### src/rtl/visit_count_updater.sv
// Read-modify-write controller in front of a single-port BRAM of visit counters.
// Zero-fills on reset or request, increments counters, and serves single-word readout.
module visit_count_updater #(
    parameter int ADDR_WIDTH = 13,
    parameter int DATA_WIDTH = 32,
    parameter int DEPTH      = 8192
) (
    input  logic                  i_clk,
    input  logic                  i_rst_n,
    input  logic                  i_start_clear,
    output logic                  o_clear_done,
    input  logic                  i_node_valid,
    input  logic [ADDR_WIDTH-1:0] i_node_id,
    output logic                  o_node_ready,
    input  logic                  i_rd_req,
    input  logic [ADDR_WIDTH-1:0] i_rd_addr,
    output logic                  o_rd_ready,
    output logic                  o_rd_valid,
    output logic [DATA_WIDTH-1:0] o_rd_data,
    output logic                  o_sat,
    output logic [ADDR_WIDTH-1:0] o_mem_addr,
    output logic                  o_mem_write,
    output logic [DATA_WIDTH-1:0] o_mem_data,
    input  logic [DATA_WIDTH-1:0] i_mem_data
);

    typedef enum logic [2:0] {
        CLEAR, IDLE, INC_RD, INC_WAIT, INC_WR, RD_ADDR, RD_WAIT
    } state_t;

    localparam logic [ADDR_WIDTH-1:0] LAST_ADDR = ADDR_WIDTH'(DEPTH - 1);
    localparam logic [DATA_WIDTH-1:0] ALL_ONES  = '1;

    state_t                state;
    logic [DATA_WIDTH-1:0] bumped;

    // Counters stick at all-ones rather than wrapping back to zero.
    function automatic logic [DATA_WIDTH-1:0] sat_inc(input logic [DATA_WIDTH-1:0] v);
        return (v == ALL_ONES) ? v : v + DATA_WIDTH'(1);
    endfunction

    assign bumped = sat_inc(i_mem_data);

    always_ff @(posedge i_clk or negedge i_rst_n) begin
        if (!i_rst_n) begin
            state        <= CLEAR;
            o_mem_addr   <= '0;
            o_mem_write  <= 1'b1;
            o_mem_data   <= '0;
            o_node_ready <= 1'b0;
            o_rd_ready   <= 1'b0;
            o_rd_valid   <= 1'b0;
            o_rd_data    <= '0;
            o_clear_done <= 1'b0;
            o_sat        <= 1'b0;
        end else begin
            o_clear_done <= 1'b0;
            o_rd_valid   <= 1'b0;
            case (state)
                // o_mem_addr doubles as the zero-fill counter
                CLEAR: begin
                    if (o_mem_addr == LAST_ADDR) begin
                        o_mem_write  <= 1'b0;
                        o_clear_done <= 1'b1;
                        o_node_ready <= 1'b1;
                        o_rd_ready   <= 1'b1;
                        state        <= IDLE;
                    end else begin
                        o_mem_addr <= o_mem_addr + 1'b1;
                    end
                end
                IDLE: begin
                    if (i_start_clear) begin
                        o_mem_addr   <= '0;
                        o_mem_write  <= 1'b1;
                        o_mem_data   <= '0;
                        o_sat        <= 1'b0;
                        o_node_ready <= 1'b0;
                        o_rd_ready   <= 1'b0;
                        state        <= CLEAR;
                    end else if (i_node_valid) begin
                        o_mem_addr   <= i_node_id;
                        o_mem_write  <= 1'b0;
                        o_node_ready <= 1'b0;
                        o_rd_ready   <= 1'b0;
                        state        <= INC_RD;
                    end else if (i_rd_req) begin
                        o_mem_addr   <= i_rd_addr;
                        o_mem_write  <= 1'b0;
                        o_node_ready <= 1'b0;
                        o_rd_ready   <= 1'b0;
                        state        <= RD_ADDR;
                    end
                end
                INC_RD: state <= INC_WAIT;
                INC_WAIT: begin
                    o_mem_data  <= bumped;
                    o_mem_write <= 1'b1;
                    if (bumped == ALL_ONES) begin
                        o_sat <= 1'b1;
                    end
                    state <= INC_WR;
                end
                INC_WR: begin
                    o_mem_write  <= 1'b0;
                    o_node_ready <= 1'b1;
                    o_rd_ready   <= 1'b1;
                    state        <= IDLE;
                end
                RD_ADDR: state <= RD_WAIT;
                RD_WAIT: begin
                    o_rd_data    <= i_mem_data;
                    o_rd_valid   <= 1'b1;
                    o_node_ready <= 1'b1;
                    o_rd_ready   <= 1'b1;
                    state        <= IDLE;
                end
                default: begin
                    o_mem_write  <= 1'b0;
                    o_node_ready <= 1'b1;
                    o_rd_ready   <= 1'b1;
                    state        <= IDLE;
                end
            endcase
        end
    end

endmodule

### config.mk
export PLATFORM = sky130hd
export DESIGN_NAME = visit_count_updater
export DESIGN_NICKNAME = d
export VERILOG_FILES = /design/src/rtl/visit_count_updater.sv
export SDC_FILE = /design/constraint.sdc
export NUM_CORES = 1
export LEC_CHECK = 0
export CORE_ASPECT_RATIO = 0.7
export CORE_UTILIZATION = 30
export CTS_CLUSTER_SIZE = 25
export DETAILED_ROUTE_END_ITERATION = 7
export PLACE_DENSITY_LB_ADDON = 0.2
export SKIP_LAST_GASP = 1
export SLEW_MARGIN = 20
export SYNTH_ARGS = -nofsm -noshare
export SYNTH_HDL_FRONTEND = slang
export SYNTH_SLANG_ARGS = --single-unit
### constraint.sdc
create_clock -name i_clk -period 5.75 [get_ports i_clk]
set_input_delay 1.15 -clock i_clk [delete_from_list [all_inputs] [get_ports i_clk]]
set_output_delay 1.15 -clock i_clk [all_outputs]
set_load 0.01 [all_outputs]
==> results of run 1 <==
-- worst max path at each step --
stage | to | from
floorplan | o_sat | i_mem_data[0]
global placement | o_sat | i_mem_data[0]
detailed placement | o_sat | i_mem_data[0]
CTS | o_sat | i_mem_data[0]
global route | o_sat | i_mem_data[0]
finish | o_sat | i_mem_data[0]
-- per-stage QoR --
stage               utilization  setup slack, ns
floorplan                     -            2.514
global placement         0.4094            1.348
detailed placement       0.4094            1.233
CTS                      0.4315            1.610
global route             0.4317            1.297
finish                   0.4317            1.565
-- synthesized netlist by cell type (10+ instances only) --
cell | count | area share
inv_1 | 10 | 0.0079
clkbuf_1 | 20 | 0.016
xnor2_1 | 14 | 0.026
dfrtp_1 | 84 | 0.44
a22o_1 | 11 | 0.020
xor2_1 | 14 | 0.026
a21oi_1 | 26 | 0.027
nand3_1 | 23 | 0.024
nand2_1 | 66 | 0.052
mux2_2 | 28 | 0.066
nand4_1 | 11 | 0.014
o21ai_0 | 60 | 0.063
nor3_1 | 13 | 0.014
nor2_1 | 19 | 0.015
mux2i_1 | 14 | 0.029
-- worst max-delay path: stages --
cell             delay, ns
clkdlybuf4s50_1       0.58
ha_1                  0.38
nand4_2               0.20
nor3_4                0.44
nand3_1               0.59
nand4_1               0.40
nand3_1               0.11
o31a_1                0.14
a2111oi_4             0.31
a22o_1                0.16
-- cell families (layout without fill, tap and decap cells) --
| family | after synthesis | count (layout) | share of synthesized area |
|---|---|---|---|
| flip-flops | 85 | 85 | 0.4473 |
| AND/OR/NAND/NOR | 180 | 180 | 0.1959 |
| XOR/XNOR | 28 | 28 | 0.05154 |
| multiplexers | 42 | 42 | 0.09571 |
| AO/OA/AOI/OAI | 129 | 129 | 0.1688 |
| adder cells (fa/ha/maj) | 2 | 2 | 0.005258 |
| buffers and inverters | 41 | 173 | 0.03550 |
-- registers in the layout, indices dropped and copies added, names as in the netlist --
signal / flops
o_clear_done: 1
o_mem_addr: 13
o_mem_data: 32
o_mem_write: 1
o_rd_data: 32
o_rd_ready: 1
o_rd_valid: 1
o_sat: 1
state: 3
-- where the power goes --
part           leakage, nW  internal [mW]  total (mW)  switching [mW]
clock                0.167          0.436       0.678           0.242
sequential            1.07          0.847        1.04           0.190
combinational         1.45          0.683        1.27           0.591
total                 2.68           1.97        2.99            1.02
-- cell type report --
class	instances	area, um2	share of cell area
clock buffer	12	246.5	0.03684
clock inverter	4	95.09	0.01421
multi-input combinational	381	2466	0.3685
timing repair buffer	147	1468	0.2193
inverter	10	37.54	0.005610
sequential	85	2128	0.3181
tap	200	250.2	0.03740
-- metal layers --
metal | routed length (um) | track usage
met5 | 0 | 0
met4 | 249 | 0.06494
met3 | 963 | 0.03905
met2 | 6044 | 0.2567
met1 | 8080 | 0.2982
==> impl_metrics.yaml, run 1 <==
status:
  status: "finished with violations"
  violations: "DRC"
worst_hold_path:
  min_to: "o_rd_data[12]"
  hold_depth: 2
  hp-start: "o_rd_data[12]"
  hold_class: "register to register"
placed_design:
  hpwl_mm: 11.49
  place_congestion: 0.8693
  post_dp_cell_area_um2: 6346
  placed_cells: 823
  portBuffers: 145
global_route:
  overflow: 0
  grt_max_degree: 85
  grt_pass1_wl_mm: 24.05
  grt_pass1_vias: 4093
  antenna_found_initial: 0
  gr-usage-all-layers: 0.1920
sta:
  period_minus_slack_ns: 4.185
  finalMaxSlewViolations: 0
  max_slew_margin: 0.2302
  fin_hold_ws_ns: 0.4762
  tightestPinTransition_ns: 1.150
  grt_setup_unrepaired: "false"
  setup_viol: 0
  finClkSkew_ns: 0.009684
  hold_viol: 0
  setup_tns_ns: 0
  finalCritPeriodShare: 0.7278
  clock.fmax_mhz: 238.9
setup_path:
  r2r-start: "o_mem_addr[0]"
  worstSetupStartpointType: "primary input"
  worstPathArrival_ns: 4.48
  path_class: "primary input to register"
  end_kind: "register"
  crit_fanout: 13
  rrSetupSlack_ns: 2.61
  rr_endpoint: "o_mem_addr[0]"
  r2r_cells: 7
  cp.required_ns: 6.04
cells_and_area:
  fill_cells: 1484
  syn_to_final_growth_pct: 40.63
  fin_nets: 699
  layout_common_cells: "clkdlybuf4s50_1 (144), dfrtp_1 (84), nand2_1 (66), o21ai_0 (60), mux2_2 (28)"
  fin_cells: 839
  final_common_cell: "clkdlybuf4s50_1"
  antenna-diode-count: 0
  drive_gt1_frac: 0.09077
  stdcell_area_um2: 6691
synthesis:
  synth_area_um2: 4758
  ys_ff_latch: 85
  syn_inst: 507
  synthArstFlopShare: 1.000
  syn_area_per_cell_um2: 9.385
  yosysSeqAreaShare: 0.4473
  yosysWarnings: 0
  syn_nets: 572
  synth_ff_type: "dfrtp_1"
  yosysUniqueCellTypes: 63
  synth_enable_flop_cells: 0
flow_run:
  cap_violations: 0
die:
  io_pins: 146
  die_h_um: 107.4
  initial_core_util: 0.3070
  die_x_um: 152.5
  core_um2: 15500
  die_area_um2: 16380
  rows: 38
pwr:
  power_density_nw_per_um2: 446.7
  finalPower_mw: 2.989
  p_leak_nw: 2.682
  vdd_drop_max_uv: 184.5
clock_network:
  tritoncts: "yes"
  root_buffer: "clkbuf_16"
  cts_buffers: 9
  cts_num_sinks: 85
  cts_hold_repair.buffers: 0
  cts_setup_buffers: 0
  clk-insertion-delay-late_ns: 0.36
  cts.repair.resized: 0
  clockBufferDepth: 2
  htreeDepth: 3
  clk_pin_slew_worst_paths_ns: 0.06
drt:
  wl_per_cell_um: 18.28
  ant_nets: 0
  drc_errors: 4
  drt_wl_total_mm: 15.34
  dr.pass1.iters: 8
  drt_iter0_drc: 347
  avgViaCountPerCell: 5.273
  vias: 4424
(Power assumes the default switching activity.)
==> run 2: changes to the inputs <==
==> constraint.sdc (replaced) <==
create_clock -name i_clk -period 4.05 [get_ports i_clk]
set_input_delay 0.81 -clock i_clk [delete_from_list [all_inputs] [get_ports i_clk]]
set_output_delay 0.81 -clock i_clk [all_outputs]
set_load 0.01 [all_outputs]
==> impl_metrics.yaml, run 2 (synthesized netlist as in run 1, its figures left out) <==
drt:
  ant_nets: 0
  drt_wl_total_mm: 15.89
  dr.pass1.iters: 8
  drc_errors: 4
  drt_iter0_drc: 421
  vias: 4568
  wl_per_cell_um: 18.32
  avgViaCountPerCell: 5.269
cells_and_area:
  drive_gt1_frac: 0.1304
  syn_to_final_growth_pct: 44.36
  antenna-diode-count: 0
  fill_cells: 1468
  top_regs: "o_mem_data x32, o_rd_data x32, o_mem_addr x13"
  stdcell_area_um2: 6869
  layout_common_cells: "clkdlybuf4s50_1 (144), dfrtp_1 (84), nand2_1 (66), o21ai_0 (60), buf_4 (31)"
  fin_nets: 727
  final_common_cell: "clkdlybuf4s50_1"
placed_design:
  hpwl_mm: 12.18
  portBuffers: 145
  place_congestion: 0.9222
  post_dp_cell_area_um2: 6549
clock_network:
  cts_num_sinks: 85
  cts_setup_buffers: 0
  cts.repair.resized: 0
  htreeDepth: 3
  cts_buffers: 9
  tritoncts: "yes"
  clk_pin_slew_worst_paths_ns: 0.06
  clk-insertion-delay-late_ns: 0.34
  root_buffer: "clkbuf_16"
  cts_hold_repair.buffers: 0
  clockBufferDepth: 2
flow_run:
  cap_violations: 0
global_route:
  gr-usage-all-layers: 0.1991
  overflow: 0
  grt_pass1_wl_mm: 24.94
  grt_pass1_vias: 4372
  grt_max_degree: 74
  antenna_found_initial: 0
setup_path:
  worstSetupStartpointType: "primary input"
  path_class: "primary input to register"
  crit_fanout: 11
  cpMaxStageDelayCell: "clkdlybuf4s50_1"
  end_kind: "register"
  cp.required_ns: 4.27
  crit_chain: "clkdlybuf4s50_1 -> nand4_2 -> nor3_4 -> and3_1 -> buf_4 -> nor2_1 -> nand4_1 -> xor2_1 -> and4b_1 -> a22o_1"
  crit_path_max_incr_delay_ns: 0.69
  crit_buf_inv: 2
  worstPathArrival_ns: 3.67
  critical_path.top_delay_family: "simple AND/OR/NAND/NOR gates"
pwr:
  vdd_drop_max_uv: 285.6
  p_leak_nw: 2.803
  power_density_nw_per_um2: 609.8
sta:
  tightestPinTransition_ns: 0.9747
  setup_viol: 0
  setup_tns_ns: 0
  finalMaxSlewViolations: 0
  grt_setup_unrepaired: "false"
  max_slew_margin: 0.3502
  fin_hold_ws_ns: 0.4817
  finClkSkew_ns: 0.004558
  clock.fmax_mhz: 290.5
  period_minus_slack_ns: 3.443
  finalCritPeriodShare: 0.8501
  hold_viol: 0
die:
  die_area_um2: 16380
  die_h_um: 107.4
  rows: 38
  core_um2: 15500
  die_x_um: 152.5
  initial_core_util: 0.3070
  io_pins: 146
worst_hold_path:
  hold_class: "register to register"
status:
  status: "finished with violations"
  violations: "DRC"
-- run 2: cell types whose count changed in the layout (fill, tap and decap cells not counted), sizes merged --
| cell | change |
|---|---|
| buf | +28 |
| bufinv | -2 |
| clkbuf | +1 |
| clkinvlp | +1 |
-- run 2: where the power goes --
group          internal, mW  switching (mW)
logic                 0.997           0.848
registers              1.20           0.277
clock network         0.528           0.337
-- run 2: worst reg2reg max path, cell delays in order (launching register included) --
cell and delay, ns:
dfrtp_1 0.42, ha_1 0.25, nand3_1 0.18, nor3_1 0.40
nand3_1 0.35, o211ai_1 0.50, buf_4 0.27, a21oi_1 0.07
o22a_1 0.20
-- run 2: path summary, 6_finish.rpt --
path / startpoint / to / slack (ns) / depth (start not counted)
setup / recovery: i_mem_data[3] / o_sat / 0.61 / 10
hold / removal: o_rd_data[12] / o_rd_data[12] / 0.48 / 2
setup reg to reg: o_mem_addr[0] / o_mem_addr[6] / 1.31 / 8
hold reg to reg: o_rd_data[12] / o_rd_data[12] / 0.48 / 2
max in group asynchronous: i_rst_n / o_rd_data[6] / 2.67 / 2
min in group asynchronous: i_rst_n / o_mem_addr[1] / 0.62 / 1
-- run 2: per-layer routing --
| layer | GRT usage | routed length, um |
|---|---|---|
| met5 | 0 | 0 |
| met4 | 0.04257 | 180 |
| met3 | 0.05797 | 1315 |
| met2 | 0.2683 | 6256 |
| met1 | 0.3055 | 8134 |
-- run 2: area by class of cell --
| class | count | area [um2] | share of cell area |
|---|---|---|---|
| Clock buffer | 13 | 270.3 | 0.03934 |
| Clock inverter | 3 | 42.54 | 0.006193 |
| Inverter | 10 | 37.54 | 0.005464 |
| Multi-Input combinational cell | 381 | 2466 | 0.3590 |
| Sequential cell | 85 | 2128 | 0.3098 |
| Tap cell | 200 | 250.2 | 0.03643 |
| Timing Repair Buffer | 175 | 1674 | 0.2437 |
-- run 2: metrics by stage --
stage | utilization | setup slack [ns] | power (mW) | cells
2_1_floorplan | - | 1.154 | 2.308 | 507
3_3_place_gp | 0.4225 | 0.4111 | 3.299 | 850
3_5_place_dp | 0.4225 | 0.3382 | 3.332 | 850
4_1_cts | 0.4427 | 0.6957 | 4.219 | 866
5_1_grt | 0.4432 | 0.3492 | 4.469 | 867
6_report | 0.4432 | 0.6071 | 4.189 | 867
